===== config.mk =====
export PLATFORM = sky130hd
export DESIGN_NAME = hazard_unit
export DESIGN_NICKNAME = d
export VERILOG_FILES = /design/src/rtl/hazard_unit_pkg.sv /design/src/rtl/hazard_stage_shadow.sv /design/src/rtl/hazard_unit.sv
export SDC_FILE = /design/constraint.sdc
export NUM_CORES = 1
export LEC_CHECK = 0
export CAP_MARGIN = 40
export CORE_MARGIN = 8
export CORE_UTILIZATION = 51
export CTS_CLUSTER_SIZE = 8
export DETAILED_ROUTE_END_ITERATION = 12
export GPL_TIMING_DRIVEN = 0
export MAX_ROUTING_LAYER = met4
export PLACE_DENSITY = 0.91
export SYNTH_ARGS = -nofsm -noshare
export SYNTH_HDL_FRONTEND = slang
export SYNTH_HIERARCHICAL = 1
export SYNTH_SLANG_ARGS = --single-unit

===== constraint.sdc =====
create_clock -name i_clock -period 3.15 [get_ports i_clock]
set_clock_uncertainty 0.05 [all_clocks]
set_input_delay 0.945 -clock i_clock [delete_from_list [all_inputs] [get_ports i_clock]]
set_output_delay 0.945 -clock i_clock [all_outputs]
set_load 0.02 [all_outputs]

===== src/rtl/hazard_unit_pkg.sv =====
// Shared definitions for the pipeline hazard controller. These are the
// hazard-related types and constants that are also used by the execution
// unit and the decoder.
//   hazard_state_t : hazard FSM states (RUN, LU_STALL, MEM_WAIT)
//   FWD_*          : EX operand forwarding select encodings
//   NB_REG_ADDR    : architectural register-address width
package hazard_unit_pkg;

  localparam int NB_REG_ADDR = 5;

  typedef enum logic [1:0] {
    RUN      = 2'd0,
    LU_STALL = 2'd1,
    MEM_WAIT = 2'd2
  } hazard_state_t;

  localparam logic [1:0] FWD_NONE   = 2'b00;
  localparam logic [1:0] FWD_WB     = 2'b01;
  localparam logic [1:0] FWD_EX_MEM = 2'b10;

endpackage


===== src/rtl/hazard_stage_shadow.sv =====
// Shadow of the destination-register state of the instructions in EX, MEM
// and WB, fed from decode. Stages are _p0 (EX), _p1 (MEM), _p2 (WB).
//   clock, reset   : core clock, synchronous active-high reset
//   advance        : shift ID->EX->MEM->WB this cycle; low freezes everything
//   bubble         : load an empty slot into EX instead of the ID instruction
//   id_*           : decoded fields of the instruction in ID
//   ex_*/mem_*/wb_*: shadow contents used by the hazard logic
module hazard_stage_shadow #(
  parameter int NB_REG_ADDR = 5
) (
  input  logic                   clock,
  input  logic                   reset,
  input  logic                   advance,
  input  logic                   bubble,
  input  logic                   id_valid,
  input  logic [NB_REG_ADDR-1:0] id_rs1,
  input  logic [NB_REG_ADDR-1:0] id_rs2,
  input  logic                   id_uses_rs1,
  input  logic                   id_uses_rs2,
  input  logic [NB_REG_ADDR-1:0] id_rd,
  input  logic                   id_reg_write,
  input  logic                   id_mem_read,
  output logic                   ex_valid,
  output logic [NB_REG_ADDR-1:0] ex_rd,
  output logic                   ex_mem_read,
  output logic [NB_REG_ADDR-1:0] ex_rs1,
  output logic [NB_REG_ADDR-1:0] ex_rs2,
  output logic                   ex_uses_rs1,
  output logic                   ex_uses_rs2,
  output logic                   mem_valid,
  output logic [NB_REG_ADDR-1:0] mem_rd,
  output logic                   mem_reg_write,
  output logic                   wb_valid,
  output logic [NB_REG_ADDR-1:0] wb_rd,
  output logic                   wb_reg_write
);

  // A bubble or an empty ID slot enters EX with all control bits cleared,
  // so nothing downstream can match on stale register fields.
  logic load_ex;
  assign load_ex = id_valid & ~bubble;

  logic                   valid_p0, uses_rs1_p0, uses_rs2_p0, reg_write_p0, mem_read_p0;
  logic                   valid_p1, reg_write_p1;
  logic                   valid_p2, reg_write_p2;
  logic [NB_REG_ADDR-1:0] rd_p0, rs1_p0, rs2_p0, rd_p1, rd_p2;

  // Control bits: the only state that reset touches.
  always_ff @(posedge clock) begin
    if (reset) begin
      valid_p0     <= 1'b0;
      uses_rs1_p0  <= 1'b0;
      uses_rs2_p0  <= 1'b0;
      reg_write_p0 <= 1'b0;
      mem_read_p0  <= 1'b0;
      valid_p1     <= 1'b0;
      reg_write_p1 <= 1'b0;
      valid_p2     <= 1'b0;
      reg_write_p2 <= 1'b0;
    end else if (advance) begin
      // ID -> EX
      valid_p0     <= load_ex;
      uses_rs1_p0  <= load_ex & id_uses_rs1;
      uses_rs2_p0  <= load_ex & id_uses_rs2;
      reg_write_p0 <= load_ex & id_reg_write;
      mem_read_p0  <= load_ex & id_mem_read;
      // EX -> MEM
      valid_p1     <= valid_p0;
      reg_write_p1 <= reg_write_p0;
      // MEM -> WB
      valid_p2     <= valid_p1;
      reg_write_p2 <= reg_write_p1;
    end
  end

  // Register-address fields: qualified by the control bits above.
  always_ff @(posedge clock) begin
    if (advance) begin
      // ID -> EX
      rd_p0  <= id_rd;
      rs1_p0 <= id_rs1;
      rs2_p0 <= id_rs2;
      // EX -> MEM
      rd_p1  <= rd_p0;
      // MEM -> WB
      rd_p2  <= rd_p1;
    end
  end

  assign ex_valid      = valid_p0;
  assign ex_rd         = rd_p0;
  assign ex_mem_read   = mem_read_p0;
  assign ex_rs1        = rs1_p0;
  assign ex_rs2        = rs2_p0;
  assign ex_uses_rs1   = uses_rs1_p0;
  assign ex_uses_rs2   = uses_rs2_p0;
  assign mem_valid     = valid_p1;
  assign mem_rd        = rd_p1;
  assign mem_reg_write = reg_write_p1;
  assign wb_valid      = valid_p2;
  assign wb_rd         = rd_p2;
  assign wb_reg_write  = reg_write_p2;

endmodule


===== src/rtl/hazard_unit.sv =====
// Pipeline hazard controller for the RV32I five-stage core. Drives the EX
// operand forwarding selects and the IF/ID/EX stall and flush controls from
// its own EX/MEM/WB destination-register shadow.
//   i_clock, i_reset          : core clock, synchronous active-high reset
//   i_id_*                    : decoded fields of the instruction in ID
//   i_ex_branch_taken         : EX instruction redirects the PC this cycle
//   i_mem_ready               : data memory completes this cycle (0 = wait)
//   o_forward_rs1/rs2         : EX operand select (FWD_EX_MEM/FWD_WB/FWD_NONE)
//   o_stall_if/id/ex          : hold PC / IF/ID / ID/EX,EX/MEM,MEM/WB
//   o_bubble_ex, o_flush_id   : load NOP into ID/EX / squash IF/ID
//   o_stall_cycles            : saturating count of cycles with o_stall_if
//   o_flush_count             : saturating count of cycles with o_flush_id
module hazard_unit #(
  parameter int NB_REG_ADDR = 5,
  parameter int NB_COUNT    = 32
) (
  input  logic                   i_clock,
  input  logic                   i_reset,
  input  logic                   i_id_valid,
  input  logic [NB_REG_ADDR-1:0] i_id_rs1,
  input  logic [NB_REG_ADDR-1:0] i_id_rs2,
  input  logic                   i_id_uses_rs1,
  input  logic                   i_id_uses_rs2,
  input  logic [NB_REG_ADDR-1:0] i_id_rd,
  input  logic                   i_id_reg_write,
  input  logic                   i_id_mem_read,
  input  logic                   i_ex_branch_taken,
  input  logic                   i_mem_ready,
  output logic [1:0]             o_forward_rs1,
  output logic [1:0]             o_forward_rs2,
  output logic                   o_stall_if,
  output logic                   o_stall_id,
  output logic                   o_stall_ex,
  output logic                   o_bubble_ex,
  output logic                   o_flush_id,
  output logic [NB_COUNT-1:0]    o_stall_cycles,
  output logic [NB_COUNT-1:0]    o_flush_count
);

  import hazard_unit_pkg::*;

  function automatic logic [NB_COUNT-1:0] sat_inc(input logic [NB_COUNT-1:0] value);
    return (&value) ? value : value + 1'b1;
  endfunction

  logic                   ex_valid, ex_mem_read, ex_uses_rs1, ex_uses_rs2;
  logic [NB_REG_ADDR-1:0] ex_rd, ex_rs1, ex_rs2;
  logic                   mem_valid, mem_reg_write;
  logic [NB_REG_ADDR-1:0] mem_rd;
  logic                   wb_valid, wb_reg_write;
  logic [NB_REG_ADDR-1:0] wb_rd;

  logic stall_if, stall_id, stall_ex, bubble_ex, flush_id;

  hazard_stage_shadow #(
    .NB_REG_ADDR(NB_REG_ADDR)
  ) u_shadow (
    .clock        (i_clock),
    .reset        (i_reset),
    .advance      (i_mem_ready),
    .bubble       (bubble_ex | flush_id),
    .id_valid     (i_id_valid),
    .id_rs1       (i_id_rs1),
    .id_rs2       (i_id_rs2),
    .id_uses_rs1  (i_id_uses_rs1),
    .id_uses_rs2  (i_id_uses_rs2),
    .id_rd        (i_id_rd),
    .id_reg_write (i_id_reg_write),
    .id_mem_read  (i_id_mem_read),
    .ex_valid     (ex_valid),
    .ex_rd        (ex_rd),
    .ex_mem_read  (ex_mem_read),
    .ex_rs1       (ex_rs1),
    .ex_rs2       (ex_rs2),
    .ex_uses_rs1  (ex_uses_rs1),
    .ex_uses_rs2  (ex_uses_rs2),
    .mem_valid    (mem_valid),
    .mem_rd       (mem_rd),
    .mem_reg_write(mem_reg_write),
    .wb_valid     (wb_valid),
    .wb_rd        (wb_rd),
    .wb_reg_write (wb_reg_write)
  );

  // A stage is a forwarding source only if it really writes a non-x0 register.
  logic mem_writes, wb_writes;
  assign mem_writes = mem_valid & mem_reg_write & (mem_rd != '0);
  assign wb_writes  = wb_valid & wb_reg_write & (wb_rd != '0);

  logic mem_hit_rs1, mem_hit_rs2, wb_hit_rs1, wb_hit_rs2;
  assign mem_hit_rs1 = ex_uses_rs1 & mem_writes & (mem_rd == ex_rs1);
  assign mem_hit_rs2 = ex_uses_rs2 & mem_writes & (mem_rd == ex_rs2);
  assign wb_hit_rs1  = ex_uses_rs1 & wb_writes & (wb_rd == ex_rs1);
  assign wb_hit_rs2  = ex_uses_rs2 & wb_writes & (wb_rd == ex_rs2);

  // MEM holds the younger result, so it wins over WB.
  assign o_forward_rs1 = mem_hit_rs1 ? FWD_EX_MEM : (wb_hit_rs1 ? FWD_WB : FWD_NONE);
  assign o_forward_rs2 = mem_hit_rs2 ? FWD_EX_MEM : (wb_hit_rs2 ? FWD_WB : FWD_NONE);

  logic mem_wait, branch, load_use;
  assign mem_wait = ~i_mem_ready;
  assign branch   = i_ex_branch_taken;
  assign load_use = ex_valid & ex_mem_read & (ex_rd != '0) & i_id_valid &
                    ((i_id_uses_rs1 & (i_id_rs1 == ex_rd)) |
                     (i_id_uses_rs2 & (i_id_rs2 == ex_rd)));

  // FSM: tracks which hazard the pipeline is in. Outputs do not depend on it.
  hazard_state_t state, state_next;

  always_ff @(posedge i_clock) begin
    if (i_reset) state <= RUN;
    else         state <= state_next;
  end

  always_comb begin
    state_next = state;
    case (state)
      RUN: begin
        if (mem_wait)                state_next = MEM_WAIT;
        else if (load_use && !branch) state_next = LU_STALL;
      end
      LU_STALL: begin
        // The bubble is now in EX, so the load has moved on to MEM.
        state_next = mem_wait ? MEM_WAIT : RUN;
      end
      MEM_WAIT: begin
        if (!mem_wait) state_next = RUN;
      end
      default: state_next = RUN;
    endcase
  end

  // Priority: memory wait freezes everything, then a taken branch squashes
  // the ID instruction (which makes any load-use on it moot), then load-use.
  always_comb begin
    stall_if  = 1'b0;
    stall_id  = 1'b0;
    stall_ex  = 1'b0;
    bubble_ex = 1'b0;
    flush_id  = 1'b0;
    if (mem_wait) begin
      stall_if = 1'b1;
      stall_id = 1'b1;
      stall_ex = 1'b1;
    end else if (branch) begin
      flush_id  = 1'b1;
      bubble_ex = 1'b1;
    end else if (load_use) begin
      stall_if  = 1'b1;
      stall_id  = 1'b1;
      bubble_ex = 1'b1;
    end
  end

  assign o_stall_if  = stall_if;
  assign o_stall_id  = stall_id;
  assign o_stall_ex  = stall_ex;
  assign o_bubble_ex = bubble_ex;
  assign o_flush_id  = flush_id;

  logic [NB_COUNT-1:0] stall_cycles, flush_count;

  always_ff @(posedge i_clock) begin
    if (i_reset) begin
      stall_cycles <= '0;
      flush_count  <= '0;
    end else begin
      if (stall_if) stall_cycles <= sat_inc(stall_cycles);
      if (flush_id) flush_count  <= sat_inc(flush_count);
    end
  end

  assign o_stall_cycles = stall_cycles;
  assign o_flush_count  = flush_count;

endmodule


# Word-level counts from Yosys, hierarchy flattened
# Index checks and enable logic that the tools add are counted.
[word_totals] latch_bits=0 rom_bits=0 ff_bits=98 elab_cells=71 memories=0 ramBits=0
[op_classes] addsub=2 bitwise=28 magnitude_cmp=0 n_reduce_logical=7 n_div=0 n_mux=12 mul=0 shifts=0 n_eq_ne=6
[op_table] op="32-bit by 1-bit adder with 32-bit output, second input constant" n=2
[op_table] op="32-bit AND reduction" n=2
[op_table] op="5-bit equality test" n=6
[op_table] op="1-bit bitwise AND" n=23
[op_table] op="5-bit nonzero test" n=3
[op_table] op="1-bit 2-to-1 mux" n=10
[op_table] op="2-bit 2-to-1 mux" n=2
[op_table] op="2-bit AND reduction" n=2
[op_table] op="1-bit NOT" n=3
[op_table] op="1-bit OR" n=2

# Longest topological paths before layout
[logic_depth] depth_word=11 depth_mapped=9 mapped_depth_nobuf=8

# Modules after synthesis
# The synthesis kept the hierarchy.
[modules_own_cells] mod="hazard_unit" seq_area_each_um2=1281.2 area_each_um2=3553.4 instances=1 cells_per_inst=430
[modules_own_cells] mod="hazard_stage_shadow" seq_area_each_um2=930.9 area_each_um2=1109.8 instances=1 cells_per_inst=59

# Worst setup path after synthesis
# Ideal clock, no wire load.
[synth_path] kind="input port to output port" start="input port i_id_rs2[0]" end="output port o_stall_if" stages=5 arrival_ps=2069 n_path_buf=1 slack_ps=86 cell_sequence="xnor2_1 nand4_1 o221ai_2 and2_0 buf_4"
[synth_via] elab_chain_cells=7
[synth_lines] item="start, declared" line="hazard_unit.sv:21" rtl="input logic [NB_REG_ADDR-1:0] i_id_rs2,"
[synth_lines] item="5-bit equality test" line="hazard_unit.sv:105" rtl="(i_id_uses_rs2 & (i_id_rs2 == ex_rd)));"
[synth_lines] item="1-bit bitwise AND" line="hazard_unit.sv:105"
[synth_lines] item="1-bit OR" line="hazard_unit.sv:104" rtl="((i_id_uses_rs1 & (i_id_rs1 == ex_rd)) |"
[synth_lines] item="1-bit bitwise AND" line="hazard_unit.sv:103" rtl="assign load_use = ex_valid & ex_mem_read & (ex_rd != '0) & i_id_valid &"
[synth_lines] item="1-bit 2-to-1 mux (3 in a row)"
[synth_lines] item="end, declared" line="hazard_unit.sv:31" rtl="output logic o_stall_if,"
# Every way passes these cells.

# Worst setup path in the final report
[layout_path] start="input port i_id_valid" end="output port o_stall_id"
[layout_via] elab_chain_cells=5
[layout_lines] item="start, declared" line="hazard_unit.sv:19" rtl="input logic i_id_valid,"
[layout_lines] item="1-bit bitwise AND (2 in a row)" line="hazard_unit.sv:103"
[layout_lines] item="1-bit 2-to-1 mux" line="hazard_unit.sv:148" rtl="end else if (load_use) begin"
[layout_lines] item="1-bit 2-to-1 mux" line="hazard_unit.sv:145" rtl="end else if (branch) begin"
[layout_lines] item="1-bit 2-to-1 mux" line="hazard_unit.sv:141" rtl="if (mem_wait) begin"
[layout_lines] item="end, declared" line="hazard_unit.sv:32" rtl="output logic o_stall_id,"
# Every way passes these cells.

==> impl_metrics.tcl <==
set metrics [dict create \
    status "finished clean" \
    synth-async-reset-ratio_pct 0 \
    mappedNetlistArea_sq_um 4660 \
    groute.usage.overall_pct 20.2 \
    syn_nets 515 \
    maxSlewViolCount 0 \
    hold_buffers 0 \
    slowest_delay_ns 0.37 \
    hold_path.class "flip-flop to flip-flop" \
    setup_violations 0 \
    ys_types 49 \
    final_core_util_pct 67.3 \
    hold_viol 0 \
    io_buffers 96 \
    grt_pass1_vias 4253 \
    top_level_ports 97 \
    via_per_inst 5.75 \
    synth_common_cells "dfxtp_1 (73), nor2_1 (47), a21oi_1 (35)" \
    intPower_w 0.00173 \
    post-synth-top-count-cell "dfxtp_1" \
    drive_gt1_share_pct 14.6 \
    seq_area_frac_synth_pct 47.4 \
    root_buffer "clkbuf_8" \
    dpl_cell_area_sq_um 5780 \
    crit_slowest_cell "dlygate4sd2_1" \
    p_sw_w 0.000617 \
    ys_warn_count 6 \
    maxCapViolations 0 \
    cts_tree "built" \
    die_h_um 112 \
    p_per_area_nw_per_um2 385 \
    p_comb_share_pct 9.5 \
    endpoint "o_stall_id" \
    p_leak_nw 2.06 \
    synth_edf_count 25 \
    yosysTopAreaCell "dfxtp_1" \
    vias 4187 \
    insertedDiodeCount 0 \
    path_max_fanout 6 \
    wirelength_mm 12.4 \
    drt_first_pass_iters 5 \
    multi_input_area_sq_um 2410 \
    crit_type "primary input to output port" \
    design_area_sq_um 6100 \
    areaGrowthSynthToFinish_pct 30.9 \
    cp-end-kind "output port" \
    cp.arrival_ns 2.11 \
    r2r_slack_ns 0.64 \
    reg2reg_depth 10 \
    total_power_w 0.00235 \
    ys_ff_latch 98 \
    grt_max_degree 23 \
    clk_latency_ns 0.37 \
    crit_required_ns 2.15 \
    postRouteAntennaNets 0 \
    fmax_mhz 323 \
    period_share_pct 98.4 \
    antenna_found_initial 0 \
    regArea_sq_um 2210 \
    r2r-start "u_shadow/ex_rd[3]" \
    fill_cells 715 \
    drt-wirelength-per-cell_um 17.0 \
    p_clk_share_pct 32.7 \
    core_sq_um 9060 \
    post-dp-hpwl_mm 9.11 \
    fin_crit_ns 3.10 \
    nNetsFinal 638 \
    numCtsBuffers 9 \
    tightest_slew_ns 0.682 \
    synthTopCellsByArea "dfxtp_1 (31%), edfxtp_1 (16%), xnor2_1 (5.8%)" \
    start_util_pct 51.4 \
    grt_pass1_wl_mm 20.4 \
    grt_overflow 0 \
    clock-sinks 98 \
    switching_share_pct 26.3 \
    route.detailed.drc 0 \
    irDropWorstVdd_v 0.000222 \
    synth_flop_cell "dfxtp_1" \
    cts_max_level 3 \
    synth_top_area_share_pct 31.3 \
    relSlewSlack_pct 54.5 \
    drtIter0Drc 232 \
    gp_congestion 0.862 \
    syn_avg_cell_area_sq_um 9.54 \
    crit_start "i_id_valid" \
    clk_pin_slew_ns 0.09 \
    dieWidth_um 112 \
    pwr-share-seq_pct 57.8 \
    dieArea_sq_um 12500 \
    critPathLaunchType "primary input" \
    reg2reg_to "o_stall_cycles[23]" \
    path_cells "dlygate4sd2_1 > o2111ai_4 > buf_4 > o21ai_2 > and2_4 > buf_6" \
    synthCells 489 \
    cts_buffer_depth 2 \
    rows 35 \
]
## cell families (layout without fill, tap and decap cells)
group                      count (synthesis)  after routing  share of synthesized area, %
xor gates and xnor gates                  57             57                          10.7
adders and majority gates                  2              2                         0.537
DFF                                       98             98                          47.4
buffers and inverters                     25            153                          3.11
and+or+nand+nor                          223            223                          26.8
muxes                                      9              9                          2.04
AOI/OAI and AO/OA                         75             75                          9.39
## cell type report
type	instances	area share, %
multi-input cells	366	39.5
repair buffers	113	16.8
plain buffers	18	1.89
clock inverters	7	0.984
well taps	111	2.28
clock buffers	9	2.03
inverters	6	0.369
flip-flops and latches	98	36.3
## state kept, by name (all words and copies together) (netlist names)
signal                  count
u_shadow/wb_reg_write       1
u_shadow/ex_mem_read        1
u_shadow/mem_valid          1
u_shadow/ex_valid           1
u_shadow/mem_rd             5
u_shadow/wb_valid           1
u_shadow/ex_uses_rs1        1
u_shadow/ex_rs2             5
u_shadow/wb_rd              5
u_shadow/ex_uses_rs2        1
o_stall_cycles             32
u_shadow/reg_write_p0       1
u_shadow/ex_rs1             5
u_shadow/ex_rd              5
u_shadow/mem_reg_write      1
o_flush_count              32
## timing repair
action | CTS | global route
pin swaps | 18 | 22
setup endpoints to repair | 16 | 7
setup buffers | 6 | 10
resized for setup | 78 | 27
cloned | 0 | 0
## worst max-delay path, delay by kind of cell
kind / cells / cell delay, ns
AND/OR/NAND/NOR: 1 / 0.20
AO/OA/AOI/OAI: 2 / 0.30
buffers and inverters: 3 / 0.65
## stage by stage
step | hold WS (ns) | std cells | setup WS, ns | setup TNS, ns
after floorplan | 0.401 | 489 | 0.0863 | 0
after global placement | 0.413 | 696 | -1.70 | -46.37
after detailed placement | 0.429 | 697 | -1.21 | -14.20
after CTS | 0.443 | 719 | -0.0633 | -0.0633
after global routing | 0.472 | 728 | -0.0939 | -0.157
final | 0.446 | 728 | 0.0500 | 0
## power groups by stage
stage,registers [W],clock network (W),logic [W]
after global routing,0.00136,0.000835,0.000242
final,0.00136,0.000768,0.000224
after detailed placement,0.00139,0,0.000192
after floorplan,0.00138,0,0.000104
after global placement,0.00139,0,0.000185
after CTS,0.00136,0.000784,0.000200
## layout by cell type, fill, tap and decap left out, types with 3 or more instances in the layout
| cell | Yosys | final |
|---|---|---|
| a21oi_1 | 35 | 35 |
| and3_1 | 10 | 10 |
| and4_1 | 8 | 8 |
| buf_2 | 2 | 11 |
| buf_4 | 3 | 20 |
| buf_6 | 5 | 7 |
| clkbuf_1 | 8 | 8 |
| clkbuf_2 | 0 | 4 |
| clkbuf_8 | 0 | 9 |
| clkdlybuf4s50_1 | 0 | 73 |
| clkinvlp_4 | 0 | 3 |
| dfxtp_1 | 73 | 73 |
| dlygate4sd2_1 | 0 | 4 |
| edfxtp_1 | 25 | 25 |
| inv_1 | 6 | 5 |
| mux2_1 | 4 | 4 |
| mux2i_1 | 5 | 5 |
| nand2_1 | 29 | 28 |
| nand2b_2 | 4 | 4 |
| nand3_1 | 28 | 28 |
| nand4_1 | 24 | 24 |
| nand4b_1 | 5 | 5 |
| nor2_1 | 47 | 45 |
| nor2_2 | 1 | 3 |
| nor2b_1 | 4 | 4 |
| nor3_1 | 13 | 11 |
| nor4_1 | 6 | 6 |
| o21ai_0 | 23 | 23 |
| o31ai_1 | 5 | 5 |
| or3_1 | 24 | 24 |
| or4_1 | 8 | 7 |
| xnor2_1 | 31 | 25 |
| xnor2_2 | 0 | 6 |
| xor2_1 | 26 | 26 |
## layer usage
metal / track usage, % / vias up / routed length (um)
li1: - / 2035 / -
met1: 23.0 / 2001 / 5180
met2: 33.4 / 131 / 6330
met3: 4.44 / 20 / 639
met4: 8.84 / 0 / 233
met5: - / - / 0
## worst min path at each step
stage	from	end	slack (ns)	depth (start not counted)
floorplan	u_shadow/reg_write_p0	u_shadow/reg_write_p0	0.40	2
global placement	u_shadow/reg_write_p0	u_shadow/reg_write_p0	0.41	2
detailed placement	u_shadow/reg_write_p0	u_shadow/reg_write_p0	0.43	2
CTS	u_shadow/reg_write_p0	u_shadow/reg_write_p0	0.44	2
global route	u_shadow/reg_write_p0	u_shadow/reg_write_p0	0.47	2
finish	u_shadow/reg_write_p0	u_shadow/reg_write_p0	0.45	2
(Power assumes the default switching activity.)
